===== config.mk =====
export PLATFORM = sky130hd
export DESIGN_NAME = hazard_ctrl
export DESIGN_NICKNAME = d
export VERILOG_FILES = /design/src/rtl/hazard_pkg.sv /design/src/rtl/hazard_stage_reg.sv /design/src/rtl/hazard_ctrl.sv
export SDC_FILE = /design/constraint.sdc
export NUM_CORES = 1
export LEC_CHECK = 0
export CORE_UTILIZATION = 55
export DETAILED_ROUTE_END_ITERATION = 8
export DONT_BUFFER_PORTS = 1
export GPL_TIMING_DRIVEN = 0
export PLACE_DENSITY_LB_ADDON = 0.25
export SLEW_MARGIN = 0
export SYNTH_ARGS = -nofsm -noshare
export SYNTH_HDL_FRONTEND = slang
export SYNTH_SLANG_ARGS = --single-unit

===== constraint.sdc =====
create_clock -name clk -period 1.87 [get_ports clk]
set_input_delay 0.2805 -clock clk [delete_from_list [all_inputs] [get_ports clk]]
set_output_delay 0.2805 -clock clk [all_outputs]
set_load 0.03 [all_outputs]

===== src/rtl/hazard_pkg.sv =====
// Shared types, widths and encodings for the pipeline hazard controller.
// Optional feature macro: HAZARD_STALL_CNT_EN (adds the stall_cnt port).
package hazard_pkg;

  localparam int unsigned TNEW_W = 2;
  localparam int unsigned ADDR_W = 5;
  localparam int unsigned SRC_W  = 2;
  localparam int unsigned CNT_W  = 32;

  typedef logic [TNEW_W-1:0] tnew_t;
  typedef logic [ADDR_W-1:0] addr_t;
  typedef logic [SRC_W-1:0]  fwd_t;

  // Register 0 is hard-wired: never a read dependency, never a write target.
  localparam addr_t REG_ZERO = ADDR_W'(0);

  // D-stage operand sources.
  localparam fwd_t FWD_RF   = SRC_W'(0);
  localparam fwd_t FWD_E    = SRC_W'(1);
  localparam fwd_t FWD_M    = SRC_W'(2);
  localparam fwd_t FWD_W    = SRC_W'(3);

  // E-stage operand sources.
  localparam fwd_t FWD_EREG = SRC_W'(0);
  localparam fwd_t FWD_EM   = SRC_W'(1);
  localparam fwd_t FWD_EW   = SRC_W'(2);

  // Tracking payload carried by each pipeline stage.
  typedef struct packed {
    tnew_t tnew;
    addr_t wa;
    addr_t ra1;
    addr_t ra2;
  } stage_t;

  // Count down towards result availability, clamping at zero.
  function automatic tnew_t sat_dec(input tnew_t t);
    return (t == TNEW_W'(0)) ? TNEW_W'(0) : TNEW_W'(t - TNEW_W'(1));
  endfunction

  // Real register dependency: nonzero read address equal to the write address.
  function automatic logic addr_hit(input addr_t ra, input addr_t wa);
    return (ra != REG_ZERO) && (ra == wa);
  endfunction

endpackage


===== src/rtl/hazard_stage_reg.sv =====
// One pipeline stage of hazard tracking state: tnew, destination and,
// optionally, the stage's own read addresses. tnew is decremented on load.
module hazard_stage_reg
  import hazard_pkg::*;
#(
  parameter bit HAS_RA = 1'b1
) (
  input  logic   clk,
  input  logic   reset_n,
  input  logic   clr,
  input  stage_t d,
  output stage_t q
);

  // Reset beats bubble insertion, bubble beats a normal load.
  always_ff @(posedge clk) begin
    if (!reset_n) begin
      q <= '0;
    end else if (clr) begin
      q <= '0;
    end else begin
      q.tnew <= sat_dec(d.tnew);
      q.wa   <= d.wa;
      q.ra1  <= HAS_RA ? d.ra1 : REG_ZERO;
      q.ra2  <= HAS_RA ? d.ra2 : REG_ZERO;
    end
  end

endmodule


===== src/rtl/hazard_ctrl.sv =====
// Stall and forwarding control for a 5-stage pipeline (tuse/tnew scheme).
// Optional feature macro: HAZARD_STALL_CNT_EN adds a 32-bit stall counter.
module hazard_ctrl
  import hazard_pkg::*;
(
  input  logic              clk,
  input  logic              reset_n,
  input  logic [TNEW_W-1:0] d_tuse1,
  input  logic [TNEW_W-1:0] d_tuse2,
  input  logic [ADDR_W-1:0] d_ra1,
  input  logic [ADDR_W-1:0] d_ra2,
  input  logic [TNEW_W-1:0] d_tnew,
  input  logic [ADDR_W-1:0] d_wa,
  output logic              stall,
  output logic [SRC_W-1:0]  fwd_rs_d,
  output logic [SRC_W-1:0]  fwd_rt_d,
  output logic [SRC_W-1:0]  fwd_rs_e,
  output logic [SRC_W-1:0]  fwd_rt_e
`ifdef HAZARD_STALL_CNT_EN
  ,
  output logic [CNT_W-1:0]  stall_cnt
`endif
);

  stage_t d_stage;
  stage_t m_d;
  stage_t w_d;
  stage_t e_q;
  stage_t m_q;
  stage_t w_q;

  // M and W never carry read addresses; their ra fields are constant zero.
  logic [4*ADDR_W-1:0] ra_unused;
  assign ra_unused = {m_q.ra1, m_q.ra2, w_q.ra1, w_q.ra2};

  // D-stage operand source: youngest matching producer wins, usable only once ready.
  function automatic fwd_t src_d(input addr_t ra,
                                 input tnew_t e_tnew, input addr_t e_wa,
                                 input tnew_t m_tnew, input addr_t m_wa,
                                 input tnew_t w_tnew, input addr_t w_wa);
    fwd_t src;
    src = FWD_RF;
    if (addr_hit(ra, e_wa)) begin
      src = (e_tnew == TNEW_W'(0)) ? FWD_E : FWD_RF;
    end else if (addr_hit(ra, m_wa)) begin
      src = (m_tnew == TNEW_W'(0)) ? FWD_M : FWD_RF;
    end else if (addr_hit(ra, w_wa)) begin
      src = (w_tnew == TNEW_W'(0)) ? FWD_W : FWD_RF;
    end
    return src;
  endfunction

  // E-stage operand source: same rule over M and W.
  function automatic fwd_t src_e(input addr_t ra,
                                 input tnew_t m_tnew, input addr_t m_wa,
                                 input tnew_t w_tnew, input addr_t w_wa);
    fwd_t src;
    src = FWD_EREG;
    if (addr_hit(ra, m_wa)) begin
      src = (m_tnew == TNEW_W'(0)) ? FWD_EM : FWD_EREG;
    end else if (addr_hit(ra, w_wa)) begin
      src = (w_tnew == TNEW_W'(0)) ? FWD_EW : FWD_EREG;
    end
    return src;
  endfunction

  // Next-stage payloads: D feeds E, E feeds M, M feeds W.
  always_comb begin
    d_stage = '{tnew: d_tnew, wa: d_wa, ra1: d_ra1, ra2: d_ra2};
    m_d     = '{tnew: e_q.tnew, wa: e_q.wa, ra1: REG_ZERO, ra2: REG_ZERO};
    w_d     = '{tnew: m_q.tnew, wa: m_q.wa, ra1: REG_ZERO, ra2: REG_ZERO};
  end

  hazard_stage_reg #(.HAS_RA(1'b1)) u_e_reg (
    .clk     (clk),
    .reset_n (reset_n),
    .clr     (stall),
    .d       (d_stage),
    .q       (e_q)
  );

  hazard_stage_reg #(.HAS_RA(1'b0)) u_m_reg (
    .clk     (clk),
    .reset_n (reset_n),
    .clr     (1'b0),
    .d       (m_d),
    .q       (m_q)
  );

  hazard_stage_reg #(.HAS_RA(1'b0)) u_w_reg (
    .clk     (clk),
    .reset_n (reset_n),
    .clr     (1'b0),
    .d       (w_d),
    .q       (w_q)
  );

  // Stall when a D operand is needed before an in-flight E/M result exists.
  always_comb begin
    stall = 1'b0;
    if (addr_hit(d_ra1, e_q.wa) && (d_tuse1 < e_q.tnew)) stall = 1'b1;
    if (addr_hit(d_ra2, e_q.wa) && (d_tuse2 < e_q.tnew)) stall = 1'b1;
    if (addr_hit(d_ra1, m_q.wa) && (d_tuse1 < m_q.tnew)) stall = 1'b1;
    if (addr_hit(d_ra2, m_q.wa) && (d_tuse2 < m_q.tnew)) stall = 1'b1;
  end

  // Forwarding selects for both D and E operands.
  always_comb begin
    fwd_rs_d = src_d(d_ra1, e_q.tnew, e_q.wa, m_q.tnew, m_q.wa, w_q.tnew, w_q.wa);
    fwd_rt_d = src_d(d_ra2, e_q.tnew, e_q.wa, m_q.tnew, m_q.wa, w_q.tnew, w_q.wa);
    fwd_rs_e = src_e(e_q.ra1, m_q.tnew, m_q.wa, w_q.tnew, w_q.wa);
    fwd_rt_e = src_e(e_q.ra2, m_q.tnew, m_q.wa, w_q.tnew, w_q.wa);
  end

`ifdef HAZARD_STALL_CNT_EN
  // Count stalled cycles; wraps naturally at 2^32.
  always_ff @(posedge clk) begin
    if (!reset_n) begin
      stall_cnt <= '0;
    end else if (stall) begin
      stall_cnt <= stall_cnt + CNT_W'(1);
    end
  end
`endif

endmodule

## Yosys cells after proc, flatten, opt, wreduce, memory -nomap -nowiden

Cells that the tools add are included.

- Bits in registers: 31
- Input port bits: 23
- Output and inout port bits: 9
- Word-level logic and storage cells: 71

- $add $sub $neg: 3
- Magnitude comparators: 4
- Equality and inequality tests: 10
- Mux-type cells: 19
- Bitwise operators: 1
- Reductions and logical operators: 26

Operators by type and width:

| operator | count |
|---|---|
| equality test 5 bit | 10 |
| two-way mux 2 bit | 13 |
| nonzero test 5 bit | 4 |
| logical AND 1 bit | 14 |
| logical NOT 2 bit | 4 |
| less-than comparator 2 bit | 4 |
| two-way mux 1 bit | 6 |
| OR reduction 2 bit | 3 |
| subtractor 2 x 1 -> 2 bit (second input constant) | 3 |
| OR reduction 3 bit | 1 |
| inverter 1 bit | 1 |

## Logic depth before layout (Yosys ltp)

- Depth in word-level cells: 8
- Depth in mapped cells: 7
- Gate-level depth less buffers: 6

## Hierarchy

Synthesis repeated with hierarchy kept, for this count alone.

- Cells, all modules: 212
- Area total of the unflattened synthesis: 1998.2 µm²

Modules (own cells, without submodules):

| module | times used | cells each | area an instance (µm²) | seq. area each (µm²) |
|---|---|---|---|---|
| hazard_ctrl | 1 | 117 | 829.5 | 0.0 |
| hazard_stage_reg at u_m_reg ... | 2 | 28 | 306.5 | 140.1 |
| hazard_stage_reg at u_e_reg | 1 | 39 | 555.5 | 340.3 |

## Least setup slack after synthesis

No wires, ideal clock.

- Path type: input to output
- From: input port d_ra1[2]
- To: output port fwd_rs_d[0]
- Data arrival time: 2280 ps
- Data required time: 1590 ps
- Path slack: -690 ps
- Cell stages on the path: 5
- Path buffers: 0
- Path through: or4_1 nor2_1 nor3_1 or4_1 o21ai_0

- Cells in the longest elaborated chain, start to end: 5
- Elaborated cells on any way between the ends: 10
- Those cells by class: 3 x eq/ne; 3 x mux; 4 x reduce/logical

RTL lines:

| item | RTL line | RTL |
|---|---|---|
| start, declared | hazard_ctrl.sv:10 | `input logic [ADDR_W-1:0] d_ra1,` |
| equality test 5 bit / nonzero test 5 bit (equally long branches) | hazard_pkg.sv:43 | `return (ra != REG_ZERO) && (ra == wa);` |
| logical AND 1 bit | hazard_pkg.sv:43 |  |
| two-way mux 2 bit | hazard_ctrl.sv:47 | `end else if (addr_hit(ra, w_wa)) begin` |
| two-way mux 2 bit | hazard_ctrl.sv:45 | `end else if (addr_hit(ra, m_wa)) begin` |
| two-way mux 2 bit (*) | hazard_ctrl.sv:43 | `if (addr_hit(ra, e_wa)) begin` |
| end, declared | hazard_ctrl.sv:15 | `output logic [SRC_W-1:0] fwd_rs_d,` |

Every way passes the cells marked *; elsewhere a longest branch is shown, timed or not.

## Worst setup path after layout

- From: input port d_ra1[1]
- To: output port fwd_rs_d[0]

The elaborated chain is that of the path after synthesis.

==> results.yml <==
critical_path:
  r2r_start: "u_m_reg.q[14]"
  endpoint_kind: "output port"
  worstPathRequired_ps: 1590
  critPathArrivalTime_ps: 2030
  r2r_cells: 8
  startpoint_type: "input port"
  reg2reg_to: "u_e_reg.q[6]"
  critPathKind: "in2out"
  r2r_slack_ps: -90
  cp_max_fo: 7
clock_network:
  clock_latency_ps: 360
  cts_sinks: 31
  cts_tree: "built"
  cts_buffers: 5
  holdBufCountCts: 0
  clk_pin_slew_ps: 90
  htreeDepth: 2
  cts.path.max_buffers: 2
  root_buffer: "clkbuf_4"
route:
  vias: 1588
  totalWireLength_um: 5900
  via_per_inst: 5.97
  dr.pass1.iters: 4
  route.detailed.drc: 0
  postRouteAntennaNets: 0
  wl_per_cell_um: 22.2
  drt_iter0_markers: 56
synthesis:
  avgSynthCellArea_um2: 9.08
  synth_top_area_share_pct: 34.9
  synth_cell_type_count: 31
  syn_inst: 196
  synth_area_leaders: "dfxtp_1, xnor2_1, and2_1, ha_1, xor2_1"
  async_flop_share_pct: 0
  synth_area_leader_cell: "dfxtp_1"
  synth-seq-cells: 31
  yosys_warnings: 0
  synth_edf_count: 0
  synth_top_flop_cell: "dfxtp_1"
  syn_nets: 226
  netlist_area_um2: 1780
  ys_seq_area_share_pct: 34.9
power_and_ir_drop:
  swShare_pct: 30.6
  p_clk_share_pct: 31.1
  total_power_mw: 1.80
  p_int_mw: 1.25
  seq_power_share_pct: 41.3
  p_comb_share_pct: 27.6
  p_sw_mw: 0.551
  p_leak_nw: 0.954
  p_per_area_nw_per_um2: 708
  ir_drop_uv: 662
layout:
  antenna_cells: 0
  final_nets: 251
  seq_area_um2: 661
  multi_input_area_um2: 1470
  area_growth_syn_to_layout_pct: 42.8
  fin_util_pct: 83.2
  fill_cells: 176
  drive_gt1_share_pct: 45.9
  final_cells: 266
  fin_area_um2: 2540
global_routing:
  grt_usage_pct: 30.6
  grt_pass1_vias: 1551
  grt_start_max_net_pins: 11
  antenna_found_initial: 0
  grt_pass1_wl_um: 7450
  grt-ovfl-total: 0
placement:
  io_buffers: 0
  placed_area_um2: 1930
  hpwl_um: 3110
  gp_congestion: 0.817
  dpl.cell_count: 240
  dp_slack_ps: -268
timing:
  hold_violations: 1
  slew_headroom_pct: 57.1
  fin_ws_ps: -442
  fin_tns_setup_ps: -2960
  final_max_slew_viol_count: 0
  setup_violations: 19
  fin_crit_sh_pct: 124
  fmax_ghz: 0.432
  worst_hold_slack_ps: -2.98
  fin_worst_skew_ps: 12.1
  rsz0062_at_grt: "yes"
  tightest_slew_ps: 641
  fin_crit_ps: 2310
die:
  fp.dieH_um: 58.9
  rows: 20
  dieArea_um2: 3470
  core_area_um2: 3050
  fp.dieW_um: 58.9
  ios: 32
  start_util_pct: 58.3
min_path:
  whs_path_depth: 1
  hold_path_class: "in2reg"
  hold_end: "u_e_reg.q[15]"
  worstHoldStart: "d_tnew[0]"
run_status:
  violations: "negative hold slack, negative setup slack"
  status: "finished, violations left"
flow_run:
  cap_violations: 0
-- repair_timing --
item,CTS,global route
gates cloned,0,1
buffers inserted,14,9
hold endpoints to repair,0,0
pin swaps,13,17
endpoints found under the setup margin,26,24
resized for setup,49,36
-- power groups by stage --
| stage | logic (mW) | registers, mW | clock network, mW |
|---|---|---|---|
| 4_1_cts | 0.396 | 0.742 | 0.550 |
| 2_1_floorplan | 0.278 | 0.739 | 0 |
| 5_1_grt | 0.522 | 0.747 | 0.592 |
| 6_report | 0.497 | 0.743 | 0.560 |
| 3_5_place_dp | 0.328 | 0.748 | 0 |
| 3_3_place_gp | 0.315 | 0.745 | 0 |
-- state kept, by name (all words and copies together), names as in the netlist --
name / cells
u_e_reg.q: 17
u_w_reg.q: 7
u_m_reg.q: 7
-- cells in the final DEF, fill, tap and decap left out, types with 6 or more instances in the layout --
| cell | count |
|---|---|
| xnor2_1 | 33 |
| and2_1 | 20 |
| buf_4 | 17 |
| dfxtp_1 | 15 |
| xor2_1 | 8 |
| dfxtp_2 | 8 |
| dfxtp_4 | 8 |
| inv_1 | 7 |
| and2_4 | 7 |
| nand2_1 | 6 |
| nor2_4 | 6 |
| nand3_1 | 6 |
| buf_6 | 6 |
-- cells in the mapped netlist (all sizes together), types with 3 or more instances --
library cell / instances
ha: 7
xnor2: 39
clkbuf: 9
xor2: 9
dfxtp: 31
inv: 9
o21ai: 3
nor4: 6
and2: 27
nand2b: 3
nand4: 3
nand3: 7
nand2: 6
nor2: 12
or4: 5
-- worst max path at each step --
stage / startpoint / end / slack, ps / cells past startpoint
2_1_floorplan: d_ra1[2] / fwd_rs_d[1] / -170 / 5
3_3_place_gp: u_m_reg.q[12] / u_e_reg.q[3] / -220 / 7
3_5_place_dp: u_m_reg.q[10] / u_e_reg.q[9] / -270 / 7
4_1_cts: u_w_reg.q[10] / fwd_rs_d[1] / -340 / 5
5_1_grt: d_ra1[1] / fwd_rs_d[0] / -480 / 6
6_report: d_ra1[1] / fwd_rs_d[0] / -440 / 6
-- layout make-up --
type	count	area share, %
clock buffer	6	2.02
sequential	31	26.0
clock inverter	2	1.38
tap	44	2.17
timing repair buffer	24	8.22
buffer	4	0.886
multi-input combinational	146	57.9
inverter	9	1.43
-- worst max-delay path, stage by stage --
cell      delay [ps]
clkbuf_1         450
xnor2_1          200
nand3_1          200
nor2_1           490
nand2_1          230
o21ai_4          170
-- kinds of logic after synthesis --
kind of cell	Yosys count	share of synthesized area, %
AOI/OAI and AO/OA	14	6.89
adders and majority gates	7	4.92
xor gates and xnor gates	48	23.6
muxes	2	1.20
and+or+nand+nor	75	24.1
DFF	31	34.9
buffers and inverters	19	4.43
-- metal layers --
layer,vias up,GRT usage [%],wire (um)
met1,763,31.2,2100
met4,0,17.0,350
li1,705,-,-
met3,35,9.01,419
met2,85,55.4,3040
met5,-,0,0
Note: power is estimated with default switching activity, not from simulation.
